`src/rtl/alu_seq_pkg.sv`:
```
// alu_seq_pkg: shared ALU control codes, request op encodings and sequencer FSM states
package alu_seq_pkg;
  localparam logic [2:0] ALU_PASS = 3'b000;
  localparam logic [2:0] ALU_ADD  = 3'b001;
  localparam logic [2:0] ALU_SUB  = 3'b010;
  localparam logic [1:0] OP_ADD  = 2'b00;
  localparam logic [1:0] OP_SUB  = 2'b01;
  localparam logic [1:0] OP_CMP  = 2'b10;
  localparam logic [1:0] OP_PASS = 2'b11;
  typedef enum logic [1:0] {IDLE, RUN, DONE} state_e;
endpackage

```
`src/rtl/alu_nibble_sequencer_if.sv`:
```
// alu_nibble_sequencer_if: request/response handshake bundle between a source/consumer and the sequencer
interface alu_nibble_sequencer_if #(parameter int NIBBLES = 4);
  localparam int W = 4 * NIBBLES;
  logic         req_valid;
  logic         req_ready;
  logic [1:0]   req_op;
  logic [W-1:0] req_a;
  logic [W-1:0] req_b;
  logic         req_cin;
  logic         rsp_valid;
  logic         rsp_ready;
  logic [W-1:0] rsp_data;
  logic         rsp_carry;
  logic [1:0]   rsp_cmp;
  modport master (
    output req_valid, req_op, req_a, req_b, req_cin, rsp_ready,
    input  req_ready, rsp_valid, rsp_data, rsp_carry, rsp_cmp
  );
  modport slave (
    input  req_valid, req_op, req_a, req_b, req_cin, rsp_ready,
    output req_ready, rsp_valid, rsp_data, rsp_carry, rsp_cmp
  );
endinterface

```
`src/rtl/alu_nibble_sequencer.sv`:
```
// alu_nibble_sequencer: runs W-bit add/sub/compare/pass through an external 4-bit ALU, one nibble per clock
module alu_nibble_sequencer import alu_seq_pkg::*; #(
  parameter int NIBBLES = 4
) (
  input  logic                  clk,
  input  logic                  rst_n,
  alu_nibble_sequencer_if.slave bus,
  output logic [3:0]            alu_a_o,
  output logic [3:0]            alu_b_o,
  output logic [2:0]            alu_control_o,
  output logic                  alu_c_in_o,
  output logic                  alu_b_in_o,
  input  logic [3:0]            alu_c_i,
  input  logic                  alu_c_out_i,
  input  logic                  alu_b_out_i
);
  localparam int W  = 4 * NIBBLES;
  localparam int IW = NIBBLES > 1 ? $clog2(NIBBLES) : 1;
  state_e        state_q, state_d;
  logic [1:0]    op_q, op_d;
  logic [W-1:0]  a_q, a_d;
  logic [W-1:0]  b_q, b_d;
  logic [W-1:0]  res_q, res_d;
  logic [IW-1:0] idx_q, idx_d;
  logic          chain_q, chain_d;
  logic          done;
  assign done          = state_q == DONE;
  assign bus.req_ready = state_q == IDLE;
  assign bus.rsp_valid = done;
  assign bus.rsp_data  = res_q;
  assign bus.rsp_carry = done && op_q != OP_PASS && chain_q;
  assign bus.rsp_cmp   = done && op_q == OP_CMP ? {!chain_q && |res_q, chain_q} : 2'b00;
  // State register; reset aborts any operation in flight
  always_ff @(posedge clk or negedge rst_n) begin
    if (!rst_n) begin
      state_q <= IDLE;
      op_q    <= OP_ADD;
      a_q     <= '0;
      b_q     <= '0;
      res_q   <= '0;
      idx_q   <= '0;
      chain_q <= 1'b0;
    end else begin
      state_q <= state_d;
      op_q    <= op_d;
      a_q     <= a_d;
      b_q     <= b_d;
      res_q   <= res_d;
      idx_q   <= idx_d;
      chain_q <= chain_d;
    end
  end
  // Next state, nibble capture and ALU drive; ALU inputs idle at zero outside RUN
  always_comb begin
    state_d       = state_q;
    op_d          = op_q;
    a_d           = a_q;
    b_d           = b_q;
    res_d         = res_q;
    idx_d         = idx_q;
    chain_d       = chain_q;
    alu_a_o       = 4'h0;
    alu_b_o       = 4'h0;
    alu_control_o = ALU_PASS;
    alu_c_in_o    = 1'b0;
    alu_b_in_o    = 1'b0;
    case (state_q)
      IDLE: if (bus.req_valid) begin
        op_d    = bus.req_op;
        a_d     = bus.req_a;
        b_d     = bus.req_b;
        res_d   = '0;
        idx_d   = '0;
        chain_d = (bus.req_op == OP_ADD || bus.req_op == OP_SUB) && bus.req_cin;
        state_d = RUN;
      end
      RUN: begin
        alu_a_o       = a_q[4*idx_q +: 4];
        alu_b_o       = b_q[4*idx_q +: 4];
        alu_control_o = op_q == OP_ADD ? ALU_ADD : op_q == OP_PASS ? ALU_PASS : ALU_SUB;
        alu_c_in_o    = op_q == OP_ADD && chain_q;
        alu_b_in_o    = (op_q == OP_SUB || op_q == OP_CMP) && chain_q;
        res_d[4*idx_q +: 4] = alu_c_i;
        chain_d       = alu_control_o == ALU_SUB ? alu_b_out_i : alu_c_out_i;
        idx_d         = idx_q + 1'b1;
        if (idx_q == IW'(NIBBLES - 1)) state_d = DONE;
      end
      DONE: if (bus.rsp_ready) state_d = IDLE;
      default: state_d = IDLE;
    endcase
  end
endmodule

```
`src/flat_wrapper.sv`:
```
// flat-port wrapper written by rule: the top's interface ports become plain ports
module alu_nibble_sequencer_flat import alu_seq_pkg::*;
#(
  parameter int NIBBLES = 4
)
  (clk, rst_n, alu_a_o, alu_b_o, alu_control_o, alu_c_in_o, alu_b_in_o, alu_c_i, alu_c_out_i, alu_b_out_i, bus_req_valid, bus_req_op, bus_req_a, bus_req_b, bus_req_cin, bus_rsp_ready, bus_req_ready, bus_rsp_valid, bus_rsp_data, bus_rsp_carry, bus_rsp_cmp);
  alu_nibble_sequencer_if #(.NIBBLES(NIBBLES)) bus_i ();
  input  logic clk;
  input  logic rst_n;
  output logic [3:0] alu_a_o;
  output logic [3:0] alu_b_o;
  output logic [2:0] alu_control_o;
  output logic alu_c_in_o;
  output logic alu_b_in_o;
  input  logic [3:0] alu_c_i;
  input  logic alu_c_out_i;
  input  logic alu_b_out_i;
  input wire logic [$bits(bus_i.req_valid)-1:0] bus_req_valid;
  input wire logic [$bits(bus_i.req_op)-1:0] bus_req_op;
  input wire logic [$bits(bus_i.req_a)-1:0] bus_req_a;
  input wire logic [$bits(bus_i.req_b)-1:0] bus_req_b;
  input wire logic [$bits(bus_i.req_cin)-1:0] bus_req_cin;
  input wire logic [$bits(bus_i.rsp_ready)-1:0] bus_rsp_ready;
  output wire logic [$bits(bus_i.req_ready)-1:0] bus_req_ready;
  output wire logic [$bits(bus_i.rsp_valid)-1:0] bus_rsp_valid;
  output wire logic [$bits(bus_i.rsp_data)-1:0] bus_rsp_data;
  output wire logic [$bits(bus_i.rsp_carry)-1:0] bus_rsp_carry;
  output wire logic [$bits(bus_i.rsp_cmp)-1:0] bus_rsp_cmp;
  assign bus_i.req_valid = bus_req_valid;
  assign bus_i.req_op = bus_req_op;
  assign bus_i.req_a = bus_req_a;
  assign bus_i.req_b = bus_req_b;
  assign bus_i.req_cin = bus_req_cin;
  assign bus_i.rsp_ready = bus_rsp_ready;
  assign bus_req_ready = bus_i.req_ready;
  assign bus_rsp_valid = bus_i.rsp_valid;
  assign bus_rsp_data = bus_i.rsp_data;
  assign bus_rsp_carry = bus_i.rsp_carry;
  assign bus_rsp_cmp = bus_i.rsp_cmp;
  alu_nibble_sequencer #(.NIBBLES(NIBBLES)) u_core (.clk(clk), .rst_n(rst_n), .bus(bus_i), .alu_a_o(alu_a_o), .alu_b_o(alu_b_o), .alu_control_o(alu_control_o), .alu_c_in_o(alu_c_in_o), .alu_b_in_o(alu_b_in_o), .alu_c_i(alu_c_i), .alu_c_out_i(alu_c_out_i), .alu_b_out_i(alu_b_out_i));
endmodule
```
`config.mk`:
```
export PLATFORM = sky130hd
export DESIGN_NAME = alu_nibble_sequencer_flat
export DESIGN_NICKNAME = d
export VERILOG_FILES = /design/src/rtl/alu_seq_pkg.sv /design/src/rtl/alu_nibble_sequencer_if.sv /design/src/rtl/alu_nibble_sequencer.sv /design/src/flat_wrapper.sv
export SDC_FILE = /design/constraint.sdc
export NUM_CORES = 1
export LEC_CHECK = 0
export CAP_MARGIN = 20
export CORE_MARGIN = 3
export CORE_UTILIZATION = 35
export CTS_CLUSTER_SIZE = 10
export DETAILED_ROUTE_END_ITERATION = 10
export PLACE_DENSITY = 0.61
export SYNTH_ARGS = -nofsm -noshare
export SYNTH_HDL_FRONTEND = slang
export SYNTH_SLANG_ARGS = --single-unit
```
`constraint.sdc`:
```
create_clock -name clk -period 3.9 [get_ports clk]
set_input_delay 0.78 -clock clk [delete_from_list [all_inputs] [get_ports clk]]
set_output_delay 0.78 -clock clk [all_outputs]
set_load 0.01 [all_outputs]
```
==> results of run 1 <==
[flip-flops by register name (all words and copies together) (netlist names)]
register             cells
u_core.a_q              16
u_core.b_q              16
u_core.bus.rsp_data     16
u_core.idx_q             2
u_core.op_q              2
u_core.state_q           2
u_core.chain_q           1
[area by class of cell]
type,count,area share
Multi-Input combinational cell,123,0.3368
Tap cell,99,0.03416
Clock inverter,3,0.005521
Sequential cell,55,0.3796
Inverter,6,0.006211
Clock buffer,5,0.01898
Timing Repair Buffer,79,0.2188
[worst max path at each step]
stage	cells past startpoint	start	slack (ns)	to
CTS	3	u_core.idx_q[0]	0.58	alu_b_o[3]
global route	3	u_core.idx_q[0]	0.48	alu_b_o[3]
finish	3	u_core.idx_q[0]	0.66	alu_b_o[3]
global placement	3	u_core.idx_q[0]	0.94	alu_a_o[3]
detailed placement	3	u_core.idx_q[0]	0.92	alu_b_o[3]
floorplan	3	u_core.idx_q[0]	1.78	alu_a_o[0]
[power breakdown]
part           switching, mW  internal [mW]
Combinational          0.510          0.811
Sequential             0.226          0.820
Clock                  0.186          0.125
Total                  0.923           1.76
[cell usage in the layout (no fill, tap or decap), types with 5 or more instances in the layout]
cell type and instances:
ha_1 9, and2_1 10, mux2_1 10, nand2_1 7, dfrtp_1 55, clkdlybuf4s50_1 76, inv_1 6, clkbuf_8 5
mux2_2 22, a22o_1 17, mux4_2 6
[logic make-up (layout without fill, tap and decap cells)]
family          count (synthesis)  in the layout  share of synthesized area
flops                          55             55                     0.5133
simple gates                   44             44                     0.1185
mux                            41             41                     0.2081
compound gates                 28             28                    0.08306
buf+inv                        16             93                    0.03360
fa+ha+maj                       9              9                    0.04200
other cells                     1              1                   0.001399
[metrics by stage]
step	cells	total power, mW	worst slack (ns)	hold slack [ns]	cell area (um2)
floorplan	194	1.878	1.780	0.4488	2681
global placement	362	2.390	0.9407	0.4653	3537
detailed placement	362	2.412	0.9240	0.4737	3537
CTS	370	2.734	0.5823	0.4977	3626
global route	370	2.894	0.4777	0.5163	3626
finish	370	2.679	0.6582	0.4934	3626
[metal layers]
metal  up-vias  GRT usage
li1        863          -
met1       909     0.1911
met2        51     0.2132
met3         2    0.03298
met4         0    0.03663
met5         -          0
[worst max-delay path: stages (launching register included)]
cell and delay (ns):
dfrtp_1 0.89, mux4_1 0.62, and2_1 0.18, clkdlybuf4s50_1 0.47
==> metrics.md, run 1 <==
| Metric | Value |
|---|---|
| Initial antenna violation count | 0 |
| Met3 Wirelength | 327 um |
| Chip width | 93.53 um |
| Crit Path Class | reg -> out |
| Met2 WL | 2.693 mm |
| CTS tree | yes |
| 1st-iter DRT viols | 61 |
| Most common cell in the synthesized netlist | dfrtp_1 |
| Vias in the first global route | 1854 |
| # IOs | 79 |
| Slew headroom | 0.4491 |
| Vias per cell | 4.932 |
| VDD IR max | 0.2543 mV |
| Worst setup EP type | primary output |
| Arr. time, crit path | 2.46 ns |
| Setup TNS | 0 ns |
| Skew final | 0.01432 ns |
| Hold Buf Count CTS | 0 |
| RD Place Congestion | 0.7243 |
| GRT overflow | 0 |
| Final core utilization | 0.4946 |
| CTS buffer count | 5 |
| RR Endpoint | u_core.bus.rsp_data[3] |
| Core region area | 7331 um2 |
| Leakage | 1.526 nW |
| Die ar. | 8747 um2 |
| Crit path time final | 3.242 ns |
| Die height | 93.53 um |
| CTS resizes | 0 |
| Outcome | completed |
| Routed vias | 1825 |
| Metal-1 WL | 2.625 mm |
| FF-to-FF setup slack | 1.57 ns |
| Highest metal used | met4 |
| Largest net degree at the start of global routing | 36 |
| Synthesized area per cell | 13.82 um2 |
| Asr flop ratio synth | 1.000 |
| Worst Tran Pin Value | 0.8264 ns |
| Post-CTS Repair Setup Buffers | 0 |
| Total wire length after detailed routing | 5.675 mm |
| WL/cell | 15.34 um |
| Area Overhead vs Synth | 35.23% |
| Hold Crit Start | u_core.a_q[14] |
| Power Density | 738.9 nW/um2 |
| Top flip-flop cell by instance count after synthesis | dfrtp_1 |
| Max-cap violations | 0 |
| Hold EP | u_core.a_q[14] |
| Fillers | 692 |
| Slew Limit Fails | 0 |
| Multi-input gate area | 1221 um2 |
| Worst r2r src | u_core.idx_q[0] |
| Reg2reg path depth | 4 |
| Sequential Area | 1376 um2 |
| Max clock buf depth | 2 |
| Hold crit path type | reg -> reg |
| Yosys cell types | 37 |
| Mapped Area | 2681 um2 |
| CP max FO | 17 |
| Final setup fails | 0 |
| Cells after Synth | 194 |
| Syn nets | 248 |
| Final Hold Vio Count | 0 |
| Top post-synthesis cells by area | dfrtp_1 51%, mux2_2 9.2%, a22o_1 5.6% |
| Post-synth top cells | 55 x dfrtp_1, 22 x mux2_2, 17 x a22o_1 |
| Setup crit start kind | register |
| Register area share after synthesis | 0.5133 |
| CP required | 3.12 ns |
| Leading area contributor after synthesis | dfrtp_1 |
| Syn. warnings | 0 |
| Initial Util | 0.3658 |
| Clock-pin slew on the worst setup and hold paths | 0.10 ns |
| Antenna diode count | 0 |
| Tot GR Track Use | 0.1370 |
| DRT Pass-1 Iters | 4 |
| Tcrit/Tclk final | 0.8312 |
| Max Freq | 0.3085 GHz |
| Unrepaired setup endpoints after global routing | no |
| Number of enable flip-flop cells after synthesis | 0 |
| Number of nets in the layout | 324 |
| Clock Latency Late Sink | 0.31 ns |
| # clock sinks | 55 |
| Seq cells post-synth | 55 |
| CTS H-Tree Depth | 2 |
| Post-synth top area share | 0.5133 |
| HPWL after DPL | 4.133 mm |
| Layout cell share with drive strength beyond 1 | 0.1697 |
| Drt drc | 0 |
| Clock tree root buffer cell | clkbuf_8 |
| Post-DRT Antenna Nets | 0 |
| PortBufs | 77 |
| Row cnt | 31 |
| First-pass GRT wire length | 9.384 mm |
| WHS Path Cells | 1 |
(Power assumes the default switching activity.)
==> run 2, diff against run 1 <==
==> constraint.sdc (replaced) <==
create_clock -name clk -period 3.35 [get_ports clk]
set_input_delay 0.67 -clock clk [delete_from_list [all_inputs] [get_ports clk]]
set_output_delay 0.67 -clock clk [all_outputs]
set_load 0.01 [all_outputs]
==> run 2 against run 1 <==
Effect of this change:
- hold slack worse by 0.0026 ns
- routed wire length grew 3.2%
- clock power grew 26%
- sequential share of layout area is 0.14 points lower
- flip-flop and latch count unchanged
- clock skew decreased by 0.011 ns
- register-to-register slack worse by 0.53 ns
- critical path type unchanged
- largest cell class unchanged
- highest routed layer unchanged
==> metrics.md, run 2 (same netlist as run 1, synthesis figures left out) <==
| Metric | Value |
|---|---|
| First-pass GRT wire length | 9.535 mm |
| CTS buffer count | 5 |
| Max Freq | 0.3338 GHz |
| Vias per cell | 4.954 |
| # clock sinks | 55 |
| FF-to-FF setup slack | 1.04 ns |
| Critical path, cell by cell | mux4_1 -> and2_1 -> clkdlybuf4s50_1 |
| HPWL after DPL | 4.338 mm |
| CTS tree | yes |
| Most common cell after layout, fill and taps aside | clkdlybuf4s50_1 |
| 1st-iter DRT viols | 49 |
| Placed cells | 364 |
| Max clock buf depth | 2 |
| Kind of cell adding the most delay to the critical path | flip-flops |
| Slowest stage cell, crit path | dfrtp_1 |
| Setup TNS | 0 ns |
| Power Density | 869.0 nW/um2 |
| Fillers | 657 |
| Worst setup EP type | primary output |
| Max incr delay on CP | 0.76 ns |
| Initial Util | 0.3658 |
| Drt drc | 0 |
| Skew final | 0.002899 ns |
| Max-cap violations | 0 |
| Unrepaired setup endpoints after global routing | no |
| CTS H-Tree Depth | 2 |
| Leakage | 1.544 nW |
| Placed inst area | 3540 um2 |
| Die ar. | 8747 um2 |
| Area Overhead vs Synth | 35.74% |
| Final setup fails | 0 |
| Largest net degree at the start of global routing | 41 |
| Final Cell Area | 3640 um2 |
| Row cnt | 31 |
| Die height | 93.53 um |
| Clock tree root buffer cell | clkbuf_8 |
| Total wire length after detailed routing | 5.858 mm |
| Final core utilization | 0.4965 |
| Post-DRT Antenna Nets | 0 |
| Antenna diode count | 0 |
| # IOs | 79 |
| CTS resizes | 0 |
| Post-CTS Repair Setup Buffers | 0 |
| CP max FO | 11 |
| Slew headroom | 0.3793 |
| Tot GR Track Use | 0.1406 |
| RD Place Congestion | 0.7618 |
| Initial antenna violation count | 0 |
| Hold crit path type | reg -> reg |
| Outcome | completed |
| Chip width | 93.53 um |
| Slew Limit Fails | 0 |
| Most frequent cells in the layout | 76 x clkdlybuf4s50_1, 55 x dfrtp_1, 22 x mux2_2, 17 x a22o_1 |
| Clock-pin slew on the worst setup and hold paths | 0.09 ns |
| CP required | 2.68 ns |
| DRT Pass-1 Iters | 4 |
| Layout cell share with drive strength beyond 1 | 0.1722 |
| Vias in the first global route | 1851 |
| VDD IR max | 0.3317 mV |
| Worst Tran Pin Value | 0.9310 ns |
| PortBufs | 77 |
| Hold Buf Count CTS | 0 |
| Core region area | 7331 um2 |
| Final std cells w/o fill | 372 |
| Final Hold Vio Count | 0 |
| GRT overflow | 0 |
| Clock Latency Late Sink | 0.30 ns |
| Tcrit/Tclk final | 0.8942 |
| Number of nets in the layout | 326 |
| Crit Path Class | reg -> out |
| Crit path time final | 2.996 ns |
| Buf+Inv Stages, Crit Path | 1 |
| WL/cell | 15.75 um |
| Setup crit start kind | register |
| Routed vias | 1843 |
| Arr. time, crit path | 2.33 ns |
-- run 2: through the flow --
stage          power [mW]  setup WS [ns]  hold slack (ns)
2_1_floorplan       2.186          1.340           0.3744
3_3_place_gp        2.788         0.6669           0.4661
3_5_place_dp        2.821         0.6324           0.4738
4_1_cts             3.221         0.2853           0.4948
5_1_grt             3.414         0.2129           0.5126
6_report            3.163         0.3543           0.4908
-- run 2: layer usage --
layer | global-route usage | vias up | part of all wire
met5 | 0 | - | 0
met4 | 0.04518 | 0 | 0.0082
met3 | 0.02977 | 5 | 0.056
met2 | 0.2174 | 55 | 0.47
met1 | 0.1968 | 919 | 0.47
li1 | - | 864 | -
-- run 2: final timing paths --
path / startpoint / to / cells past startpoint
setup reg to reg: u_core.idx_q[0] / u_core.bus.rsp_data[2] / 5
min in group asynchronous: rst_n / u_core.a_q[1] / 1
hold reg to reg: u_core.a_q[14] / u_core.a_q[14] / 1
max in group asynchronous: rst_n / u_core.bus.rsp_data[7] / 2
setup / recovery: u_core.idx_q[0] / alu_b_o[3] / 3
hold / removal: u_core.a_q[14] / u_core.a_q[14] / 1
-- run 2: where the power goes --
group,total [mW],switching (mW),internal (mW)
combinational,1.56,0.610,0.946
clock,0.394,0.205,0.189
sequential,1.21,0.257,0.956
-- run 2: worst reg2reg max path, cell delays in order (launching register included) --
cell and delay (ns):
dfrtp_1 0.76, buf_4 0.27, inv_1 0.09, ha_1 0.37
nor4_2 0.53, a22o_1 0.22
-- run 2: area by class of cell --
cell class	count	area, um2	area share
clock buffer	8	100.1	0.02750
inverter	6	22.52	0.006188
multi-input combinational	123	1221	0.3355
sequential	55	1376	0.3781
tap	99	123.9	0.03403
timing repair buffer	81	795.8	0.2186
